## config.mk

```make
export PLATFORM = sky130hd
export DESIGN_NAME = decode_stage
export DESIGN_NICKNAME = d
export VERILOG_FILES = /design/src/rtl/decode_stage.sv
export SDC_FILE = /design/constraint.sdc
export NUM_CORES = 1
export LEC_CHECK = 0
export CORE_ASPECT_RATIO = 1.1
export CORE_MARGIN = 10
export CORE_UTILIZATION = 40
export CTS_BUF_LIST = sky130_fd_sc_hd__clkbuf_8
export CTS_CLUSTER_DIAMETER = 100
export DETAILED_ROUTE_END_ITERATION = 16
export GPL_ROUTABILITY_DRIVEN = 0
export MAX_ROUTING_LAYER = met4
export PLACE_DENSITY = 0.67
export SETUP_SLACK_MARGIN = 0.02
export SYNTH_ARGS = -nofsm -noshare
export SYNTH_HDL_FRONTEND = slang
export SYNTH_SLANG_ARGS = --single-unit
```

## constraint.sdc

```tcl
create_clock -name i_clk -period 2.7 [get_ports i_clk]
set_clock_uncertainty 0.2 [all_clocks]
set_input_delay 0.54 -clock i_clk [delete_from_list [all_inputs] [get_ports i_clk]]
set_output_delay 0.54 -clock i_clk [all_outputs]
set_load 0.02 [all_outputs]
```

## src/rtl/decode_stage.sv

```systemverilog
// rtl/decode_stage.sv - registered pcpu instruction-decode stage
// Latches one instruction per handshake and drives the control word; memory ops run a req/ack FSM with timeout.
module decode_stage #(
    parameter int REGS         = 8,
    parameter int RSW          = $clog2(REGS),
    parameter int INSTR_W      = 7 + 3 * RSW,
    parameter int FLAGS_W      = 5,
    parameter int MEM_TIMEOUT  = 255,
    parameter int TRAP_ILLEGAL = 1
) (
    input  logic               i_clk,
    input  logic               i_rst,
    input  logic [INSTR_W-1:0] i_instr,
    input  logic               i_in_valid,
    output logic               o_in_ready,
    input  logic [FLAGS_W-1:0] i_flags,
    input  logic               i_flush,
    input  logic               i_mem_ack,
    output logic               o_out_valid,
    output logic [3:0]         o_alu_mode,
    output logic [RSW-1:0]     o_reg_l_sel,
    output logic [RSW-1:0]     o_reg_r_sel,
    output logic [REGS-1:0]    o_gp_reg_ie,
    output logic               o_alu_r_imm,
    output logic               o_alu_cin,
    output logic               o_alu_flags_ie,
    output logic               o_reg_in_mem,
    output logic               o_reg_sr_in,
    output logic               o_sr_ie,
    output logic               o_sr_pc_over,
    output logic               o_pc_ie,
    output logic               o_pc_inc,
    output logic               o_mem_req,
    output logic               o_mem_we,
    output logic               o_illegal_instr,
    output logic               o_bus_fault
);
    localparam int CNT_W = ($clog2(MEM_TIMEOUT + 1) > 8) ? $clog2(MEM_TIMEOUT + 1) : 8;

    localparam logic [3:0] MODE_ADD = 4'h0, MODE_ADC = 4'h1, MODE_SUB = 4'h2, MODE_SBC = 4'h3;
    localparam logic [3:0] MODE_AND = 4'h4, MODE_OR = 4'h5, MODE_XOR = 4'h6, MODE_NOT = 4'h7;
    localparam logic [3:0] MODE_SHL = 4'h8, MODE_SHR = 4'h9, MODE_MUL = 4'hA, MODE_DIV = 4'hB;
    localparam logic [3:0] MODE_PASS_L = 4'hC, MODE_PASS_R = 4'hD, MODE_INC = 4'hE, MODE_DEC = 4'hF;

    typedef enum logic [1:0] {S_IDLE, S_EXEC, S_MEM, S_WB} state_t;

    state_t             r_state;
    state_t             w_state_next;
    logic               r_live;
    logic [CNT_W-1:0]   r_cnt;
    logic [INSTR_W-1:0] r_instr;
    logic [3:0]         r_flags;

    logic [6:0]      w_op;
    logic [RSW-1:0]  w_tg, w_fo, w_so;
    logic [3:0]      w_cond;
    logic [REGS-1:0] w_onehot;
    logic            w_is_load, w_is_store, w_in_mem, w_accept, w_timeout, w_abort, w_jmp_en;
    logic            w_unused_flags;

    logic [3:0]     w_d_mode;
    logic [RSW-1:0] w_d_l_sel, w_d_r_sel;
    logic           w_d_r_imm, w_d_cin, w_d_fie, w_d_wr, w_d_sr_in, w_d_sr_ie, w_d_jmp, w_d_jal, w_d_legal;

    assign w_op       = r_instr[6:0];
    assign w_tg       = r_instr[7 +: RSW];
    assign w_fo       = r_instr[7 + RSW +: RSW];
    assign w_so       = r_instr[7 + 2 * RSW +: RSW];
    assign w_cond     = r_instr[10:7];
    assign w_onehot   = REGS'(1) << w_tg;
    assign w_is_load  = (w_op == 7'h02) || (w_op == 7'h03);
    assign w_is_store = (w_op == 7'h05) || (w_op == 7'h06);
    assign w_in_mem   = (i_instr[6:0] == 7'h02) || (i_instr[6:0] == 7'h03) ||
                        (i_instr[6:0] == 7'h05) || (i_instr[6:0] == 7'h06);
    assign w_accept   = (r_state == S_IDLE) && r_live && i_in_valid && !i_flush;
    assign w_timeout  = (MEM_TIMEOUT != 0) && (r_cnt == CNT_W'(MEM_TIMEOUT));
    assign w_abort    = i_flush || i_rst;
    assign w_unused_flags = ^i_flags;

    always_ff @(posedge i_clk) begin
        if (i_rst) begin
            r_state <= S_IDLE;
            r_live  <= 1'b0;
            r_cnt   <= '0;
            r_instr <= '0;
            r_flags <= '0;
        end else begin
            r_state <= w_state_next;
            r_live  <= 1'b1;
            if (w_accept) begin
                r_instr <= i_instr;
                r_flags <= i_flags[3:0];
            end
            // Counts un-acked MEM cycles; idles at zero so every MEM entry starts fresh.
            if (r_state == S_MEM && !i_mem_ack) r_cnt <= r_cnt + CNT_W'(1);
            else                                 r_cnt <= '0;
        end
    end

    always_comb begin
        w_state_next = r_state;
        case (r_state)
            S_IDLE: if (w_accept) w_state_next = w_in_mem ? S_MEM : S_EXEC;
            S_EXEC: w_state_next = S_IDLE;
            S_MEM:  if (i_mem_ack || w_timeout) w_state_next = (i_mem_ack && w_is_load) ? S_WB : S_IDLE;
            S_WB:   w_state_next = S_IDLE;
            default: w_state_next = S_IDLE;
        endcase
        if (i_flush) w_state_next = S_IDLE;
    end

    always_comb begin
        w_d_mode = MODE_ADD; w_d_l_sel = w_fo; w_d_r_sel = w_so;
        w_d_r_imm = 1'b0; w_d_cin = 1'b0; w_d_fie = 1'b0; w_d_wr = 1'b0;
        w_d_sr_in = 1'b0; w_d_sr_ie = 1'b0; w_d_jmp = 1'b0; w_d_jal = 1'b0; w_d_legal = 1'b1;
        case (w_op)
            7'h01: begin w_d_mode = MODE_PASS_L; w_d_wr = 1'b1; end
            7'h02: w_d_mode = MODE_PASS_L;
            7'h03: begin w_d_mode = MODE_ADD; w_d_r_imm = 1'b1; end
            7'h04: begin w_d_mode = MODE_PASS_R; w_d_r_imm = 1'b1; w_d_wr = 1'b1; end
            7'h05: begin w_d_mode = MODE_PASS_L; w_d_l_sel = w_tg; w_d_r_sel = w_fo; end
            7'h06: begin w_d_mode = MODE_ADD; w_d_l_sel = w_tg; w_d_r_sel = w_fo; w_d_r_imm = 1'b1; end
            7'h07: begin w_d_mode = MODE_ADD; w_d_fie = 1'b1; w_d_wr = 1'b1; end
            7'h08: begin w_d_mode = MODE_ADC; w_d_cin = r_flags[1]; w_d_fie = 1'b1; w_d_wr = 1'b1; end
            7'h09: begin w_d_mode = MODE_SUB; w_d_fie = 1'b1; w_d_wr = 1'b1; end
            7'h0A: begin w_d_mode = MODE_SBC; w_d_cin = r_flags[1]; w_d_fie = 1'b1; w_d_wr = 1'b1; end
            7'h0B: begin w_d_mode = MODE_AND; w_d_fie = 1'b1; w_d_wr = 1'b1; end
            7'h0C: begin w_d_mode = MODE_OR;  w_d_fie = 1'b1; w_d_wr = 1'b1; end
            7'h0D: begin w_d_mode = MODE_XOR; w_d_fie = 1'b1; w_d_wr = 1'b1; end
            7'h0E: begin w_d_mode = MODE_PASS_L; w_d_l_sel = w_so; w_d_jmp = 1'b1; end
            7'h0F: begin w_d_mode = MODE_PASS_L; w_d_l_sel = w_so; w_d_jal = 1'b1; w_d_sr_in = 1'b1; w_d_wr = 1'b1; end
            7'h10: begin w_d_mode = MODE_NOT; w_d_fie = 1'b1; w_d_wr = 1'b1; end
            7'h11: begin w_d_mode = MODE_SUB; w_d_fie = 1'b1; end
            7'h13: begin w_d_mode = MODE_SHL; w_d_fie = 1'b1; w_d_wr = 1'b1; end
            7'h14: begin w_d_mode = MODE_SHR; w_d_fie = 1'b1; w_d_wr = 1'b1; end
            7'h15: begin w_d_mode = MODE_ADD; w_d_r_imm = 1'b1; w_d_fie = 1'b1; w_d_wr = 1'b1; end
            7'h16: begin w_d_mode = MODE_SUB; w_d_r_imm = 1'b1; w_d_fie = 1'b1; w_d_wr = 1'b1; end
            7'h17: begin w_d_sr_in = 1'b1; w_d_wr = 1'b1; end
            7'h18: begin w_d_mode = MODE_PASS_L; w_d_sr_ie = 1'b1; end
            7'h19: w_d_mode = MODE_ADD;
            7'h1A: begin w_d_mode = MODE_INC; w_d_fie = 1'b1; w_d_wr = 1'b1; end
            7'h1B: begin w_d_mode = MODE_DEC; w_d_fie = 1'b1; w_d_wr = 1'b1; end
            7'h1C: begin w_d_mode = MODE_MUL; w_d_fie = 1'b1; w_d_wr = 1'b1; end
            7'h1D: begin w_d_mode = MODE_DIV; w_d_fie = 1'b1; w_d_wr = 1'b1; end
            default: w_d_legal = 1'b0;
        endcase
    end

    // Flag bits: 0 Z, 1 C, 2 LT, 3 user.
    always_comb begin
        case (w_cond)
            4'd1:       w_jmp_en = r_flags[1];
            4'd2:       w_jmp_en = r_flags[0];
            4'd3:       w_jmp_en = r_flags[2];
            4'd4:       w_jmp_en = !(r_flags[2] || r_flags[0]);
            4'd5:       w_jmp_en = r_flags[2] || r_flags[0];
            4'd6:       w_jmp_en = !r_flags[2];
            4'd7:       w_jmp_en = !r_flags[0];
            4'd8, 4'd9: w_jmp_en = r_flags[3];
            default:    w_jmp_en = 1'b1;
        endcase
    end

    always_comb begin
        o_in_ready = 1'b0; o_out_valid = 1'b0; o_alu_mode = 4'h0; o_reg_l_sel = '0; o_reg_r_sel = '0;
        o_gp_reg_ie = '0; o_alu_r_imm = 1'b0; o_alu_cin = 1'b0; o_alu_flags_ie = 1'b0;
        o_reg_in_mem = 1'b0; o_reg_sr_in = 1'b0; o_sr_ie = 1'b0; o_sr_pc_over = 1'b0;
        o_pc_ie = 1'b0; o_pc_inc = 1'b0; o_mem_req = 1'b0; o_mem_we = 1'b0;
        o_illegal_instr = 1'b0; o_bus_fault = 1'b0;
        case (r_state)
            S_IDLE: o_in_ready = r_live;
            S_EXEC: begin
                o_out_valid = 1'b1;
                if (!w_d_legal && TRAP_ILLEGAL != 0) begin
                    o_illegal_instr = 1'b1;
                end else begin
                    o_alu_mode = w_d_mode; o_reg_l_sel = w_d_l_sel; o_reg_r_sel = w_d_r_sel;
                    o_alu_r_imm = w_d_r_imm; o_alu_cin = w_d_cin; o_alu_flags_ie = w_d_fie;
                    o_reg_sr_in = w_d_sr_in; o_sr_ie = w_d_sr_ie;
                    o_gp_reg_ie = w_d_wr ? w_onehot : '0;
                    if (w_d_jal) begin
                        o_pc_ie = 1'b1; o_sr_pc_over = 1'b1;
                    end else if (w_d_jmp) begin
                        o_pc_ie = w_jmp_en; o_pc_inc = !w_jmp_en;
                    end else begin
                        o_pc_inc = 1'b1;
                    end
                end
            end
            S_MEM: begin
                o_mem_req = 1'b1; o_mem_we = w_is_store;
                o_alu_mode = w_d_mode; o_reg_l_sel = w_d_l_sel; o_reg_r_sel = w_d_r_sel; o_alu_r_imm = w_d_r_imm;
                // Ack takes priority over a timeout landing in the same cycle; flush/reset beat both.
                if (!w_abort) begin
                    if (i_mem_ack) begin
                        if (w_is_store) begin o_out_valid = 1'b1; o_pc_inc = 1'b1; end
                    end else if (w_timeout) begin
                        o_out_valid = 1'b1; o_bus_fault = 1'b1;
                    end
                end
            end
            S_WB: begin
                o_out_valid = 1'b1; o_reg_in_mem = 1'b1; o_gp_reg_ie = w_onehot; o_pc_inc = 1'b1;
            end
            default: o_in_ready = 1'b0;
        endcase
    end
endmodule
```

==> flow_summary_export.csv <==
group,metric,value,unit
worst_setup_path,critPathLaunchType,"register",
yosys,yosysMostFrequentCell,"nand2_1",
layout,stdcell_count,477,
yosys,synthesis.area,2140,um2
grt,grt_max_degree,23,
run_status,run_status,"complete, but fails checks",
yosys,synth.area.top_cells,"dfxtp_1 29%, nand2_1 11%, a21oi_1 7.7%",
grt,antenna_found_initial,0,
clock_network,cts_sinks,31,
yosys,synth.mux.area_fraction,4.32,%
yosys,syn_avg_cell_area,7.07,um2
route,wl_met1,3110,um
sta,finalCritPeriodShare,100,%
route,wl_met2,3710,um
clock_network,htree_levels,2,
route,ant_nets,0,
yosys,ys.flop_type,"dfxtp_1",
layout,drive_gt1_share,37.8,%
worst_setup_path,worstPathMaxFanout,2,
yosys,synth_area_leader_cell,"dfxtp_1",
placement,dp_cells,468,
pwr,irDropWorstVdd,0.000257,V
yosys,yosysSeqAreaShare,29.0,%
yosys,synth_adder_area_share,3.50,%
clock_network,cts_max_path_buffers,2,
route,drc_errors,0,
pwr,power.leakage,1.32,nW
yosys,netlist_top_cells_count,"61 x nand2_1, 33 x a21oi_1, 31 x dfxtp_1",
layout,syn2layout_area_growth,63.1,%
floorplan,die_h,96.8,um
worst_hold_path,holdCritPathClass,"reg -> reg",
job,drv_cap,0,
sta,slew-limit-headroom,65.2,%
yosys,syn_nets,335,
layout,multi_input_area,1670,um2
route,vias,2581,
sta,drv_slew,0,
yosys,synth_top_area_share,29.0,%
sta,worst_pin_slew,518,ps
layout,nNetsFinal,437,
yosys,synthCells,303,
floorplan,die_area,8690,um2
yosys,ys_async_sr_fraction,0,%
grt,grt_usage,16.2,%
grt,first_global_vias,2514,
sta,hold_violations,0,
yosys,ys_seq_elements,31,
yosys,synth_cell_types,53,
route,drtIter0Drc,102,
floorplan,fp.dieW,89.8,um
yosys,synth-simple-area-share,34.1,%
layout,fill_cells,432,
worst_setup_path,crit_chain,"or3_4, buf_4, and3_1, a211oi_2, a221oi_2, nor3_1, buf_4",
clock_network,hold_buffers,0,
yosys,synth_edf_count,0,
placement,io_buffer_count,57,
worst_setup_path,worst-path-buf-inv,2,
worst_setup_path,critPathKind,"reg -> out",
sta,setup_slack,-9.15,ps
layout,regArea,638,um2
clock_network,cts_buffers,5,
route,vias_per_cell,5.41,
clock_network,cts_tree,"yes",
sta,min_period,2710,ps
pwr,power-per-cell-area,339,nW/um2
clock_network,clkSlewWorstSetupHoldPaths,60,ps
run_status,failed_checks,"setup timing",
route,routedWlPerCell,15.7,um
yosys,yosys_warnings,0,
floorplan,rows,27,
worst_setup_path,crit_family,"simple AND/OR/NAND/NOR gates",
yosys,synth_compound_area_share,19.3,%
sta,max_freq,0.369,GHz
clock_network,clockRootBuffer,"clkbuf_8",
yosys,synthXorXnorAreaFrac,4.09,%
worst_setup_path,r2r_setup_slack,490,ps
worst_setup_path,crit_top_cell,"buf_4",
worst_setup_path,cp-end-kind,"primary output",
floorplan,io_pins,59,
sta,rsz0062_at_grt,"true",
floorplan,core_area,5100,um2
layout,design_area,3490,um2
layout,diodes,0,
route,drt_wl_total,7500,um
grt,grt.overflow.total,0,
yosys,synth_top_family_by_area,"simple AND/OR/NAND/NOR gates",
worst_setup_path,cp.arrival,1970,ps
route,highest_layer,"met4",
worst_setup_path,slowest_stage,"or3_4",
grt,grt_pass1_wl,11700,um
route,dr.pass1.iters,4,
floorplan,start_util,42.0,%
worst_setup_path,cp.required,1960,ps
sta,setup_viol,1,
worst_setup_path,cpPeakStageDelay,410,ps
placement,dp_hpwl,5300,um
placement,place_area,3160,um2
route,wl_met3,477,um
clock_network,clock_latency,280,ps
[cell type report]
type | instances | area share (%)
inverter | 6 | 0.680
multi-input combinational | 241 | 47.9
clock buffer | 5 | 1.97
clock inverter | 2 | 0.967
tap | 72 | 2.58
sequential | 31 | 18.3
timing repair buffer | 120 | 27.6
[logic make-up (layout without fill, tap and decap cells)]
logic type / count (synthesis) / count (layout)
compound gates: 65 / 65
flops: 31 / 31
fa+ha+maj: 6 / 6
xor+xnor: 10 / 10
buf+inv: 31 / 133
mux: 9 / 9
simple gates: 151 / 151
[worst reg2reg max path: cells and delay by family, from the launching register on]
kind / cells / cell delay, ps
AND/OR/NAND/NOR: 3 / 510
AO/OA/AOI/OAI: 2 / 480
buffers and inverters: 3 / 350
flip-flops: 1 / 340
adder cells (fa/ha/maj): 1 / 230
[power by group]
| part | switching [W] | internal (W) | total, W | leakage (nW) |
|---|---|---|---|---|
| clock network | 0.000163 | 0.000266 | 0.000430 | 0.0554 |
| registers | 0.0000131 | 0.000469 | 0.000482 | 0.256 |
| logic | 0.000132 | 0.000140 | 0.000272 | 1.01 |
[cell usage in the layout, fill, tap and decap left out, types with 3 or more instances in the layout]
master	Yosys	final
mux2i_1	7	6
dfxtp_4	0	3
dfxtp_2	0	5
a21oi_1	33	28
clkdlybuf4s50_1	0	27
nor3_4	0	3
nand2b_1	6	5
xnor2_1	7	6
nor4_1	7	4
buf_4	0	65
or3_4	0	3
nor2_2	0	5
buf_2	5	15
or3_1	6	3
nor2_1	30	25
nor4b_2	0	3
and3_1	5	5
o21ai_0	4	4
dfxtp_1	31	23
clkbuf_8	0	5
ha_1	6	4
nor3_1	11	7
inv_1	5	5
nand2_1	61	60
nand3_1	4	4
buf_6	0	10
a21oi_2	0	4
[per-stage QoR]
step | util, % | hold slack, ps | setup slack, ps | TNS (ps) | power (W)
2_1_floorplan | - | 230 | 48.9 | 0 | 0.000604
3_3_place_gp | 62.0 | 260 | -197 | -1930 | 0.000716
3_5_place_dp | 62.0 | 263 | -198 | -2220 | 0.000720
4_1_cts | 64.1 | 272 | 7.01 | 0 | 0.00116
5_1_grt | 68.5 | 299 | -101 | -278 | 0.00123
6_report | 68.5 | 275 | -9.15 | -9.15 | 0.00118
[per-layer routing]
layer	vias to the layer above	GRT usage, %
met1	1210	17.3
met2	81	28.2
met3	19	4.09
li1	1271	-
met5	-	-
met4	0	6.06
[repair_timing]
action	4_1_cts	5_1_grt
setup endpoints to repair	30	29
cloned	0	0
buffers inserted	2	0
pin swaps	3	11
gates resized for setup	140	80
[path summary, 6_finish.rpt]
| check | to | cells past startpoint | startpoint |
|---|---|---|---|
| max | o_alu_mode[3] | 7 | r_instr[0] |
| min | r_flags[3] | 2 | r_flags[3] |
| max reg2reg | r_state[1] | 9 | r_state[0] |
| min reg2reg | r_flags[3] | 2 | r_flags[3] |
[sequential cells by signal, summed over array words and instances, names as in the netlist]
signal,count
r_instr,16
r_cnt,8
r_flags,4
r_state,2
r_live,1
Power figures use the tool's default switching activity.
